File: src/rtl/instr_encoder_if.sv
// Stream interface for the RV32I instruction encoder.
// The master side drives field bundles and accepts encoded words.
// The slave side (the encoder) drives in_ready and the output word.
interface instr_encoder_if #(
  parameter int AW = 32
);
  logic          in_valid;
  logic          in_ready;
  logic [3:0]    in_kind;
  logic [4:0]    in_rd;
  logic [4:0]    in_rs1;
  logic [4:0]    in_rs2;
  logic [31:0]   in_imm;
  logic [2:0]    in_funct3;
  logic          in_alt;
  logic          out_valid;
  logic          out_ready;
  logic [AW-1:0] wr_addr;
  logic [31:0]   wr_data;

  modport master (
    output in_valid, in_kind, in_rd, in_rs1, in_rs2, in_imm, in_funct3, in_alt,
    output out_ready,
    input  in_ready, out_valid, wr_addr, wr_data
  );

  modport slave (
    input  in_valid, in_kind, in_rd, in_rs1, in_rs2, in_imm, in_funct3, in_alt,
    input  out_ready,
    output in_ready, out_valid, wr_addr, wr_data
  );
endinterface

File: src/rtl/instr_encoder.sv
// Streaming RV32I instruction encoder.
// Turns an op-class plus register/immediate fields into a 32-bit word and
// emits it with a sequential byte address through a one-deep output register.
// Optional immediate range checking is enabled by defining
// INSTR_ENC_RANGE_CHECK_EN; out-of-range bundles are then rejected like kind 15.
module instr_encoder #(
  parameter int            AW   = 32,
  parameter logic [AW-1:0] BASE = '0,
  parameter int            CW   = 16
) (
  input  logic          clk,
  input  logic          reset,
  input  logic          clear,
  instr_encoder_if.slave bus,
  output logic          err,
  output logic [CW-1:0] err_cnt
);

  typedef enum logic [3:0] {
    K_LB    = 4'd0,
    K_LH    = 4'd1,
    K_LW    = 4'd2,
    K_LBU   = 4'd3,
    K_LHU   = 4'd4,
    K_ADDI  = 4'd5,
    K_SLLI  = 4'd6,
    K_SLTI  = 4'd7,
    K_XORI  = 4'd8,
    K_ORI   = 4'd9,
    K_ANDI  = 4'd10,
    K_SW    = 4'd11,
    K_R     = 4'd12,
    K_BEQ   = 4'd13,
    K_JAL   = 4'd14,
    K_ILLEG = 4'd15
  } kind_e;

  localparam logic [6:0] OP_LOAD   = 7'b0000011;
  localparam logic [6:0] OP_IMM    = 7'b0010011;
  localparam logic [6:0] OP_STORE  = 7'b0100011;
  localparam logic [6:0] OP_REG    = 7'b0110011;
  localparam logic [6:0] OP_BRANCH = 7'b1100011;
  localparam logic [6:0] OP_JAL    = 7'b1101111;

  kind_e         kind;
  logic [31:0]   imm;
  logic [4:0]    rd;
  logic [4:0]    rs1;
  logic [4:0]    rs2;
  logic [31:0]   enc_word;
  logic          kind_ok;
  logic          range_ok;
  logic          legal;
  logic          accept;
  logic          transfer;
  logic          out_valid_q;
  logic [AW-1:0] wr_addr_q;
  logic [31:0]   wr_data_q;
  logic          err_q;
  logic [CW-1:0] err_cnt_q;

  assign kind = kind_e'(bus.in_kind);
  assign imm  = bus.in_imm;
  assign rd   = bus.in_rd;
  assign rs1  = bus.in_rs1;
  assign rs2  = bus.in_rs2;

  // Field assembly per op class; register fields a format lacks stay zero
  always_comb begin
    enc_word = 32'h0;
    kind_ok  = 1'b1;
    case (kind)
      K_LB:    enc_word = {imm[11:0], rs1, 3'b000, rd, OP_LOAD};
      K_LH:    enc_word = {imm[11:0], rs1, 3'b001, rd, OP_LOAD};
      K_LW:    enc_word = {imm[11:0], rs1, 3'b010, rd, OP_LOAD};
      K_LBU:   enc_word = {imm[11:0], rs1, 3'b100, rd, OP_LOAD};
      K_LHU:   enc_word = {imm[11:0], rs1, 3'b101, rd, OP_LOAD};
      K_ADDI:  enc_word = {imm[11:0], rs1, 3'b000, rd, OP_IMM};
      K_SLLI:  enc_word = {7'b0000000, imm[4:0], rs1, 3'b001, rd, OP_IMM};
      K_SLTI:  enc_word = {imm[11:0], rs1, 3'b010, rd, OP_IMM};
      K_XORI:  enc_word = {imm[11:0], rs1, 3'b100, rd, OP_IMM};
      K_ORI:   enc_word = {imm[11:0], rs1, 3'b110, rd, OP_IMM};
      K_ANDI:  enc_word = {imm[11:0], rs1, 3'b111, rd, OP_IMM};
      K_SW:    enc_word = {imm[11:5], rs2, rs1, 3'b010, imm[4:0], OP_STORE};
      K_R:     enc_word = {(bus.in_alt ? 7'b0100000 : 7'b0000000), rs2, rs1,
                           bus.in_funct3, rd, OP_REG};
      K_BEQ:   enc_word = {imm[12], imm[10:5], rs2, rs1, 3'b000, imm[4:1],
                           imm[11], OP_BRANCH};
      K_JAL:   enc_word = {imm[20], imm[10:1], imm[11], imm[19:12], rd, OP_JAL};
      default: kind_ok  = 1'b0;
    endcase
  end

`ifdef INSTR_ENC_RANGE_CHECK_EN
  logic i_fit;
  logic b_fit;
  logic j_fit;
  logic sh_fit;

  assign i_fit  = (&imm[31:11]) | ~(|imm[31:11]);
  assign b_fit  = ((&imm[31:12]) | ~(|imm[31:12])) & ~imm[0];
  assign j_fit  = ((&imm[31:20]) | ~(|imm[31:20])) & ~imm[0];
  assign sh_fit = ~(|imm[31:5]);

  // Choose which immediate range applies to the incoming kind
  always_comb begin
    range_ok = 1'b1;
    case (kind)
      K_SLLI:  range_ok = sh_fit;
      K_BEQ:   range_ok = b_fit;
      K_JAL:   range_ok = j_fit;
      K_R:     range_ok = 1'b1;
      K_ILLEG: range_ok = 1'b1;
      default: range_ok = i_fit;
    endcase
  end
`else
  logic unused_imm_hi;

  assign unused_imm_hi = ^imm[31:21];
  assign range_ok      = 1'b1;
`endif

  assign legal    = kind_ok & range_ok;
  assign transfer = out_valid_q & bus.out_ready;
  assign accept   = bus.in_valid & bus.in_ready;

  assign bus.in_ready  = ~reset & ~clear & (~out_valid_q | bus.out_ready);
  assign bus.out_valid = out_valid_q;
  assign bus.wr_addr   = wr_addr_q;
  assign bus.wr_data   = wr_data_q;
  assign err           = err_q;
  assign err_cnt       = err_cnt_q;

  // Output register, address counter and error bookkeeping
  always_ff @(posedge clk) begin
    if (reset) begin
      out_valid_q <= 1'b0;
      wr_data_q   <= 32'h0;
      wr_addr_q   <= BASE;
      err_q       <= 1'b0;
      err_cnt_q   <= '0;
    end else if (clear) begin
      out_valid_q <= 1'b0;
      wr_data_q   <= 32'h0;
      wr_addr_q   <= BASE;
      err_q       <= 1'b0;
      err_cnt_q   <= '0;
    end else begin
      if (transfer) begin
        out_valid_q <= 1'b0;
        wr_addr_q   <= wr_addr_q + AW'(4);
      end
      if (accept) begin
        if (legal) begin
          out_valid_q <= 1'b1;
          wr_data_q   <= enc_word;
        end else begin
          err_q <= 1'b1;
          if (~&err_cnt_q) begin
            err_cnt_q <= err_cnt_q + CW'(1);
          end
        end
      end
    end
  end

endmodule
File: src/flat_wrapper.sv
// flat-port wrapper written by rule: the top's interface ports become plain ports
module instr_encoder_flat 
#(
  parameter int            AW   = 32,
  parameter logic [AW-1:0] BASE = '0,
  parameter int            CW   = 16
)
  (clk, reset, clear, err, err_cnt, bus_in_valid, bus_in_kind, bus_in_rd, bus_in_rs1, bus_in_rs2, bus_in_imm, bus_in_funct3, bus_in_alt, bus_out_ready, bus_in_ready, bus_out_valid, bus_wr_addr, bus_wr_data);
  instr_encoder_if #(.AW(AW)) bus_i ();
  input  logic clk;
  input  logic reset;
  input  logic clear;
  output logic err;
  output logic [CW-1:0] err_cnt;
  input wire logic [$bits(bus_i.in_valid)-1:0] bus_in_valid;
  input wire logic [$bits(bus_i.in_kind)-1:0] bus_in_kind;
  input wire logic [$bits(bus_i.in_rd)-1:0] bus_in_rd;
  input wire logic [$bits(bus_i.in_rs1)-1:0] bus_in_rs1;
  input wire logic [$bits(bus_i.in_rs2)-1:0] bus_in_rs2;
  input wire logic [$bits(bus_i.in_imm)-1:0] bus_in_imm;
  input wire logic [$bits(bus_i.in_funct3)-1:0] bus_in_funct3;
  input wire logic [$bits(bus_i.in_alt)-1:0] bus_in_alt;
  input wire logic [$bits(bus_i.out_ready)-1:0] bus_out_ready;
  output wire logic [$bits(bus_i.in_ready)-1:0] bus_in_ready;
  output wire logic [$bits(bus_i.out_valid)-1:0] bus_out_valid;
  output wire logic [$bits(bus_i.wr_addr)-1:0] bus_wr_addr;
  output wire logic [$bits(bus_i.wr_data)-1:0] bus_wr_data;
  assign bus_i.in_valid = bus_in_valid;
  assign bus_i.in_kind = bus_in_kind;
  assign bus_i.in_rd = bus_in_rd;
  assign bus_i.in_rs1 = bus_in_rs1;
  assign bus_i.in_rs2 = bus_in_rs2;
  assign bus_i.in_imm = bus_in_imm;
  assign bus_i.in_funct3 = bus_in_funct3;
  assign bus_i.in_alt = bus_in_alt;
  assign bus_i.out_ready = bus_out_ready;
  assign bus_in_ready = bus_i.in_ready;
  assign bus_out_valid = bus_i.out_valid;
  assign bus_wr_addr = bus_i.wr_addr;
  assign bus_wr_data = bus_i.wr_data;
  instr_encoder #(.AW(AW), .BASE(BASE), .CW(CW)) u_core (.clk(clk), .reset(reset), .clear(clear), .bus(bus_i), .err(err), .err_cnt(err_cnt));
endmodule
File: config.mk
export PLATFORM = sky130hd
export DESIGN_NAME = instr_encoder_flat
export DESIGN_NICKNAME = d
export VERILOG_FILES = /design/src/rtl/instr_encoder_if.sv /design/src/rtl/instr_encoder.sv /design/src/flat_wrapper.sv
export SDC_FILE = /design/constraint.sdc
export NUM_CORES = 1
export LEC_CHECK = 0
export ABC_AREA = 1
export CORE_ASPECT_RATIO = 1.5
export CORE_UTILIZATION = 33
export CTS_BUF_LIST = sky130_fd_sc_hd__clkbuf_4 sky130_fd_sc_hd__clkbuf_8 sky130_fd_sc_hd__clkbuf_16
export CTS_CLUSTER_SIZE = 20
export DETAILED_ROUTE_END_ITERATION = 7
export PLACE_DENSITY = 0.62
export SETUP_SLACK_MARGIN = 0.2
export SKIP_LAST_GASP = 1
export SYNTH_ARGS = -nofsm -noshare
export SYNTH_HDL_FRONTEND = slang
export SYNTH_SLANG_ARGS = --single-unit
File: constraint.sdc
create_clock -name clk -period 3.39 [get_ports clk]
set_input_delay 0.678 -clock clk [delete_from_list [all_inputs] [get_ports clk]]
set_output_delay 0.678 -clock clk [all_outputs]
set_load 0.02 [all_outputs]
==> results.cfg, run 1 <==
[outcome]
status = finished clean

[logic_synthesis]
synth_cells = 633
ys_warn_count = 0
netlist_top_cells_area = dfxtp_1, nand2_1, nor2_1, inv_1, nand3_1
synth_area_per_cell_um2 = 6.57
ys_async_sr_fraction_pct = 0
synthDistinctLibCells = 37
yosysTopAreaCell = dfxtp_1
yosysSeqAreaShare_pct = 37.6
netlist_area_mm2 = 0.00416
synth_top_area_share_pct = 37.6
synth_edf_count = 0
synth_ff_type = dfxtp_1
ys_seq_elements = 78

[clock_network]
post_cts_buffers = 0
hold_buffers = 0
numClockSinks = 78
clk_path_buf_depth = 2
cts.htree.levels = 3
insertion_delay_ns = 0.34
clk_pin_slew_ns = 0.06
cts_tree = yes
cts_buffers = 9
root_buffer = clkbuf_16
cts_resized = 0

[finish]
layout.nets = 820
layoutNonFillerInstCount = 916
diodes = 0
final_area_mm2 = 0.00589
layout-drive-gt1-share_pct = 5.50
area_growth_syn_to_layout_pct = 41.6

[worst_setup_path]
worstSetupPathType = in2out
endpoint_kind = output port
r2r_cells = 8
crit_required_ns = 2.71
startpoint_type = primary input
setup.worst_path.end = bus_in_ready
cp_data_arrival_time_ns = 2.12
worstPathMaxFanout = 3
slowest_stage = clkdlybuf4s50_1
critPathMaxStageDelay_ns = 0.62
crit_top_cell = clkdlybuf4s50_1
regToRegEndpoint = u_core.err_cnt[13]
worstReg2RegStart = u_core.err_cnt[0]
r2r_slack_ns = 1.59
cp-startpoint = clear
crit_chain = clkdlybuf4s50_1, nor2_2, clkinv_1, a21oi_1, clkdlybuf4s50_1

[floorplan]
row_count = 49
die_w_um = 93.7
pin_count = 143
die_h_um = 139
start_util_pct = 34.3
coreArea_mm2 = 0.0121
die_area_mm2 = 0.0131

[timing]
max_freq_mhz = 357
worst_slew_pin_slew_ns = 0.506
hold_viol_final = 0
rsz0062_at_grt = false
period_needed_ns = 2.80
setup_tns_ns = 0
finalSetupViolCount = 0
slew_viol_final = 0
relSlewSlack_pct = 66.2
skew_ns = 0.00440
period_share_pct = 82.6

[power_and_ir_drop]
swShare_pct = 22.2
p_seq_share_pct = 41.8
power_mw = 2.22
p_clk_share_pct = 49.9
leakagePower_nw = 2.21
p_per_area_mw_per_mm2 = 376
p_int_mw = 1.73
p_switching_uw = 492
vdd_ir_drop_max_v = 0.000251
power_frac_comb_pct = 8.3

[route]
post_drt_wl_per_cell_um = 13.6
ant_nets = 0
vias = 4468
drtIter0Drc = 198
drc = 0
drt-total-wl_um = 12400
dr.pass1.iters = 4
viasPerCell = 4.88

[placed_design]
place_area_mm2 = 0.00555
gp_congestion = 0.892
dp.cells = 900
portBuffers = 129
dp.final_hpwl_um = 9370

[global_routing]
grt_max_degree = 46
grt_pass1_vias = 4345
overflow = 0
grt_pass1_wl_um = 20300
grt_usage_pct = 19.8
antenna_found_initial = 0

[hold_path]
hp-class = reg2reg

[flow_run]
max-cap-violations = 0
[synth_stat cells (2+ instances only)]
cell	count
buf_4	7
xor2_1	10
nor2_2	6
nand3_2	2
o21ai_0	32
nand2_1	176
nor2_1	74
dfxtp_1	78
nor2_4	4
nand4_1	15
o21ai_1	2
clkbuf_1	5
inv_2	4
buf_2	4
inv_1	71
buf_1	2
nand3_1	49
a21oi_1	44
ha_1	2
o211ai_1	4
nor3_1	8
a41oi_1	3
nand2_2	2
nand3b_1	2
buf_6	3
o21a_1	5
a31oi_1	9
[logic make-up (layout without fill, tap and decap cells)]
group | Yosys count | in the layout | synth area share (%)
buffers and inverters | 97 | 226 | 10.1
other | 1 | 2 | 0.0902
adders and majority gates | 2 | 2 | 0.602
xor gates and xnor gates | 11 | 11 | 2.32
AOI/OAI and AO/OA | 103 | 103 | 13.8
DFF | 78 | 78 | 37.6
and+or+nand+nor | 341 | 341 | 35.6
[worst min path at each step]
stage | slack, ns | startpoint | to | depth (start not counted)
after global routing | 0.50 | u_core.bus.wr_data[28] | u_core.bus.wr_data[28] | 2
after CTS | 0.47 | u_core.bus.wr_data[26] | u_core.bus.wr_data[26] | 2
after floorplan | 0.54 | u_core.bus.wr_data[25] | u_core.bus.wr_data[25] | 2
after global placement | 0.45 | u_core.bus.wr_data[26] | u_core.bus.wr_data[26] | 2
after detailed placement | 0.47 | u_core.bus.wr_data[26] | u_core.bus.wr_data[26] | 2
final | 0.47 | u_core.bus.wr_data[26] | u_core.bus.wr_data[26] | 2
[sequential cells by signal, summed over array words and instances, names as in the netlist]
register              cells
u_core.err                1
u_core.err_cnt           16
u_core.bus.wr_data       30
u_core.bus.out_valid      1
u_core.bus.wr_addr       30
[layout by cell type, fill, tap and decap left out, drive strengths merged, types with 4 or more instances in the layout]
cell,Yosys,layout
inv,75,75
nor3,8,8
o21a,5,5
nand3,52,52
nand2,178,178
a31oi,9,9
a21oi,44,44
o211ai,4,4
nor2,84,84
nand4,15,15
buf,16,5
clkdlybuf4s50,0,129
xor2,10,10
clkbuf,5,9
clkinv,1,4
dfxtp,78,78
o21ai,34,34
[worst max-delay path, delay by kind of cell]
family | cells | cell delay [ns]
buf+inv | 3 | 1.15
compound gates | 1 | 0.13
simple gates | 1 | 0.17
[cell type report]
type                    count  area (um2)
clock buffers               9         225
flip-flops and latches     78        1560
well taps                 153         191
inverters                  76         285
multi-input cells         459        2180
repair buffers            134        1330
fillers                  1232        6250
clock inverters             7         113
[power by group through the flow]
| stage | Combinational, mW | Clock (mW) | Sequential, mW |
|---|---|---|---|
| 2_1_floorplan | 0.0798 | 0 | 0.956 |
| 3_3_place_gp | 0.182 | 0 | 0.948 |
| 3_5_place_dp | 0.184 | 0 | 0.948 |
| 4_1_cts | 0.185 | 1.13 | 0.928 |
| 5_1_grt | 0.201 | 1.17 | 0.928 |
| 6_report | 0.183 | 1.11 | 0.928 |
[per-layer routing]
layer | vias to the layer above | share of wire [%] | track usage (%)
met2 | 139 | 49 | 34.2
met1 | 2010 | 41 | 21.8
met5 | - | 0 | 0
met4 | 0 | 3.8 | 10.4
li1 | 2285 | - | -
met3 | 34 | 5.6 | 5.14
[stage by stage]
step | utilization [%] | setup WS [ns] | hold WS (ns)
floorplan | - | 1.02 | 0.540
global placement | 45.7 | 0.645 | 0.454
detailed placement | 45.7 | 0.572 | 0.466
CTS | 48.5 | 0.570 | 0.472
global route | 48.5 | 0.507 | 0.499
finish | 48.5 | 0.590 | 0.471
(Power assumes the default switching activity.)
==> run 2: changes to the inputs <==
--- a/config.mk
+++ b/config.mk
@@ -11,7 +11,7 @@
 export CTS_BUF_LIST = sky130_fd_sc_hd__clkbuf_4 sky130_fd_sc_hd__clkbuf_8 sky130_fd_sc_hd__clkbuf_16
 export CTS_CLUSTER_SIZE = 20
 export DETAILED_ROUTE_END_ITERATION = 7
-export PLACE_DENSITY = 0.62
+export PLACE_DENSITY = 0.65
 export SETUP_SLACK_MARGIN = 0.2
 export SKIP_LAST_GASP = 1
 export SYNTH_ARGS = -nofsm -noshare
==> constraint.sdc (replaced) <==
create_clock -name clk -period 2.5 [get_ports clk]
set_input_delay 0.5 -clock clk [delete_from_list [all_inputs] [get_ports clk]]
set_output_delay 0.5 -clock clk [all_outputs]
set_load 0.02 [all_outputs]
==> results.cfg, run 2 (same netlist as run 1, synthesis figures left out) <==
[outcome]
status = finished clean

[floorplan]
die_area_mm2 = 0.0131
row_count = 49
pin_count = 143
die_w_um = 93.7
coreArea_mm2 = 0.0121
start_util_pct = 34.3
die_h_um = 139

[route]
vias = 4596
viasPerCell = 4.95
ant_nets = 0
post_drt_wl_per_cell_um = 13.6
dr.pass1.iters = 4
drtIter0Drc = 213
drc = 0
drt-total-wl_um = 12700

[finish]
nFillCells = 1248
final_util_pct = 49.1
regArea_mm2 = 0.00156
multi_input_area_mm2 = 0.00218
final_cell_mix = nand2_1, clkdlybuf4s50_1, dfxtp_1, nor2_1, inv_1
diodes = 0
final_common_cell = nand2_1
layout.nets = 832
layout-drive-gt1-share_pct = 6.97
area_growth_syn_to_layout_pct = 43.3

[power_and_ir_drop]
vdd_ir_drop_max_v = 0.000326
leakagePower_nw = 2.27
p_per_area_mw_per_mm2 = 480

[clock_network]
cts_buffers = 9
cts_tree = yes
post_cts_buffers = 0
cts.htree.levels = 3
insertion_delay_ns = 0.34
clk_path_buf_depth = 2
numClockSinks = 78
clk_pin_slew_ns = 0.06
root_buffer = clkbuf_16

[worst_setup_path]
endpoint_kind = output port
worstSetupPathType = in2out
cp_data_arrival_time_ns = 1.69
crit_chain = clkdlybuf4s50_1, nor2_2, clkinv_1, a21oi_1, dlygate4sd2_1
crit_required_ns = 2.00
worstReg2RegStart = u_core.bus.wr_addr[2]
r2r_cells = 8
regToRegEndpoint = u_core.bus.wr_addr[22]
worstPathMaxFanout = 2
r2r_slack_ns = 0.75
startpoint_type = primary input
critPathMaxStageDelay_ns = 0.41
slowest_stage = clkdlybuf4s50_1
cp-startpoint = clear

[placed_design]
gp_congestion = 0.876
dp.final_hpwl_um = 9640
portBuffers = 129

[timing]
setup_tns_ns = 0
max_freq_mhz = 458
hold_viol_final = 0
whs_ns = 0.469
period_needed_ns = 2.19
period_share_pct = 87.4
slew_viol_final = 0
skew_ns = 0.00594
rsz0062_at_grt = false
finalSetupViolCount = 0

[global_routing]
use_met3_pct = 5.08
overflow = 0
grt_pass1_wl_um = 20900
met1_usage_pct = 21.9
grt.busiest_layer = met2
grt_max_degree = 46
antenna_found_initial = 0
grt_pass1_vias = 4480
grt_usage_pct = 20.2
use_met2_pct = 36.3

[hold_path]
hp-class = reg2reg
holdPathEnd = u_core.bus.wr_data[26]
min-delay-start = u_core.bus.wr_data[26]
hold_path_depth = 2

[flow_run]
max-cap-violations = 0
-- run 2: changes by cell type in the layout (fill, tap and decap cells not counted) --
cell / before / now
clkbuf_4: 0 / 1
buf_12: 0 / 1
clkbuf_8: 0 / 2
buf_4: 5 / 16
clkdlybuf4s50_1: 129 / 128
clkinvlp_4: 1 / 0
bufinv_16: 3 / 1
dlygate4sd2_1: 0 / 1
-- run 2: power breakdown --
group,leakage [nW],internal [mW],switching (mW)
clock network,0.156,0.833,0.509
registers,0.629,1.25,0.00596
logic,1.48,0.124,0.135
total,2.27,2.21,0.650
-- run 2: how the worst max path moves through the flow --
stage,end,slack (ns),cells past startpoint
after floorplan,bus_in_ready,0.48,5
after global placement,bus_in_ready,0.03,5
after detailed placement,bus_in_ready,0.03,5
after CTS,bus_in_ready,0.31,5
after global routing,bus_in_ready,0.22,5
final,bus_in_ready,0.31,5
-- run 2: worst max-delay path, delay by kind of cell --
family	cells	cell delay, ns
buf+inv	3	0.90
compound gates	1	0.15
simple gates	1	0.14
-- run 2: timing repair --
action                                 CTS  global route
hold buffers                             0             0
endpoints found under the hold margin    0             0
gates resized for setup                  1             0
setup endpoints to repair                1             0
-- run 2: layout make-up --
| cell class | instances | share of cell area [%] |
|---|---|---|
| well taps | 153 | 3.21 |
| repair buffers | 146 | 24.0 |
| inverters | 76 | 4.79 |
| clock buffers | 12 | 4.37 |
| clock inverters | 4 | 0.756 |
| flip-flops and latches | 78 | 26.2 |
| multi-input cells | 459 | 36.7 |
-- run 2: layer usage --
metal	up-vias	wire length, um	share of wire, %
li1	2314	-	-
met5	-	0	0
met3	31	637	5.0
met1	2110	5010	40
met4	0	451	3.6
met2	141	6560	52
-- run 2: metrics by stage --
stage / cells / setup slack [ns] / power [mW] / area, um2
after CTS: 928 / 0.313 / 2.89 / 5960
after global routing: 928 / 0.218 / 2.97 / 5960
after detailed placement: 912 / 0.0324 / 1.55 / 5650
final: 928 / 0.314 / 2.86 / 5960
after global placement: 912 / 0.0326 / 1.54 / 5650
after floorplan: 634 / 0.485 / 1.41 / 4160
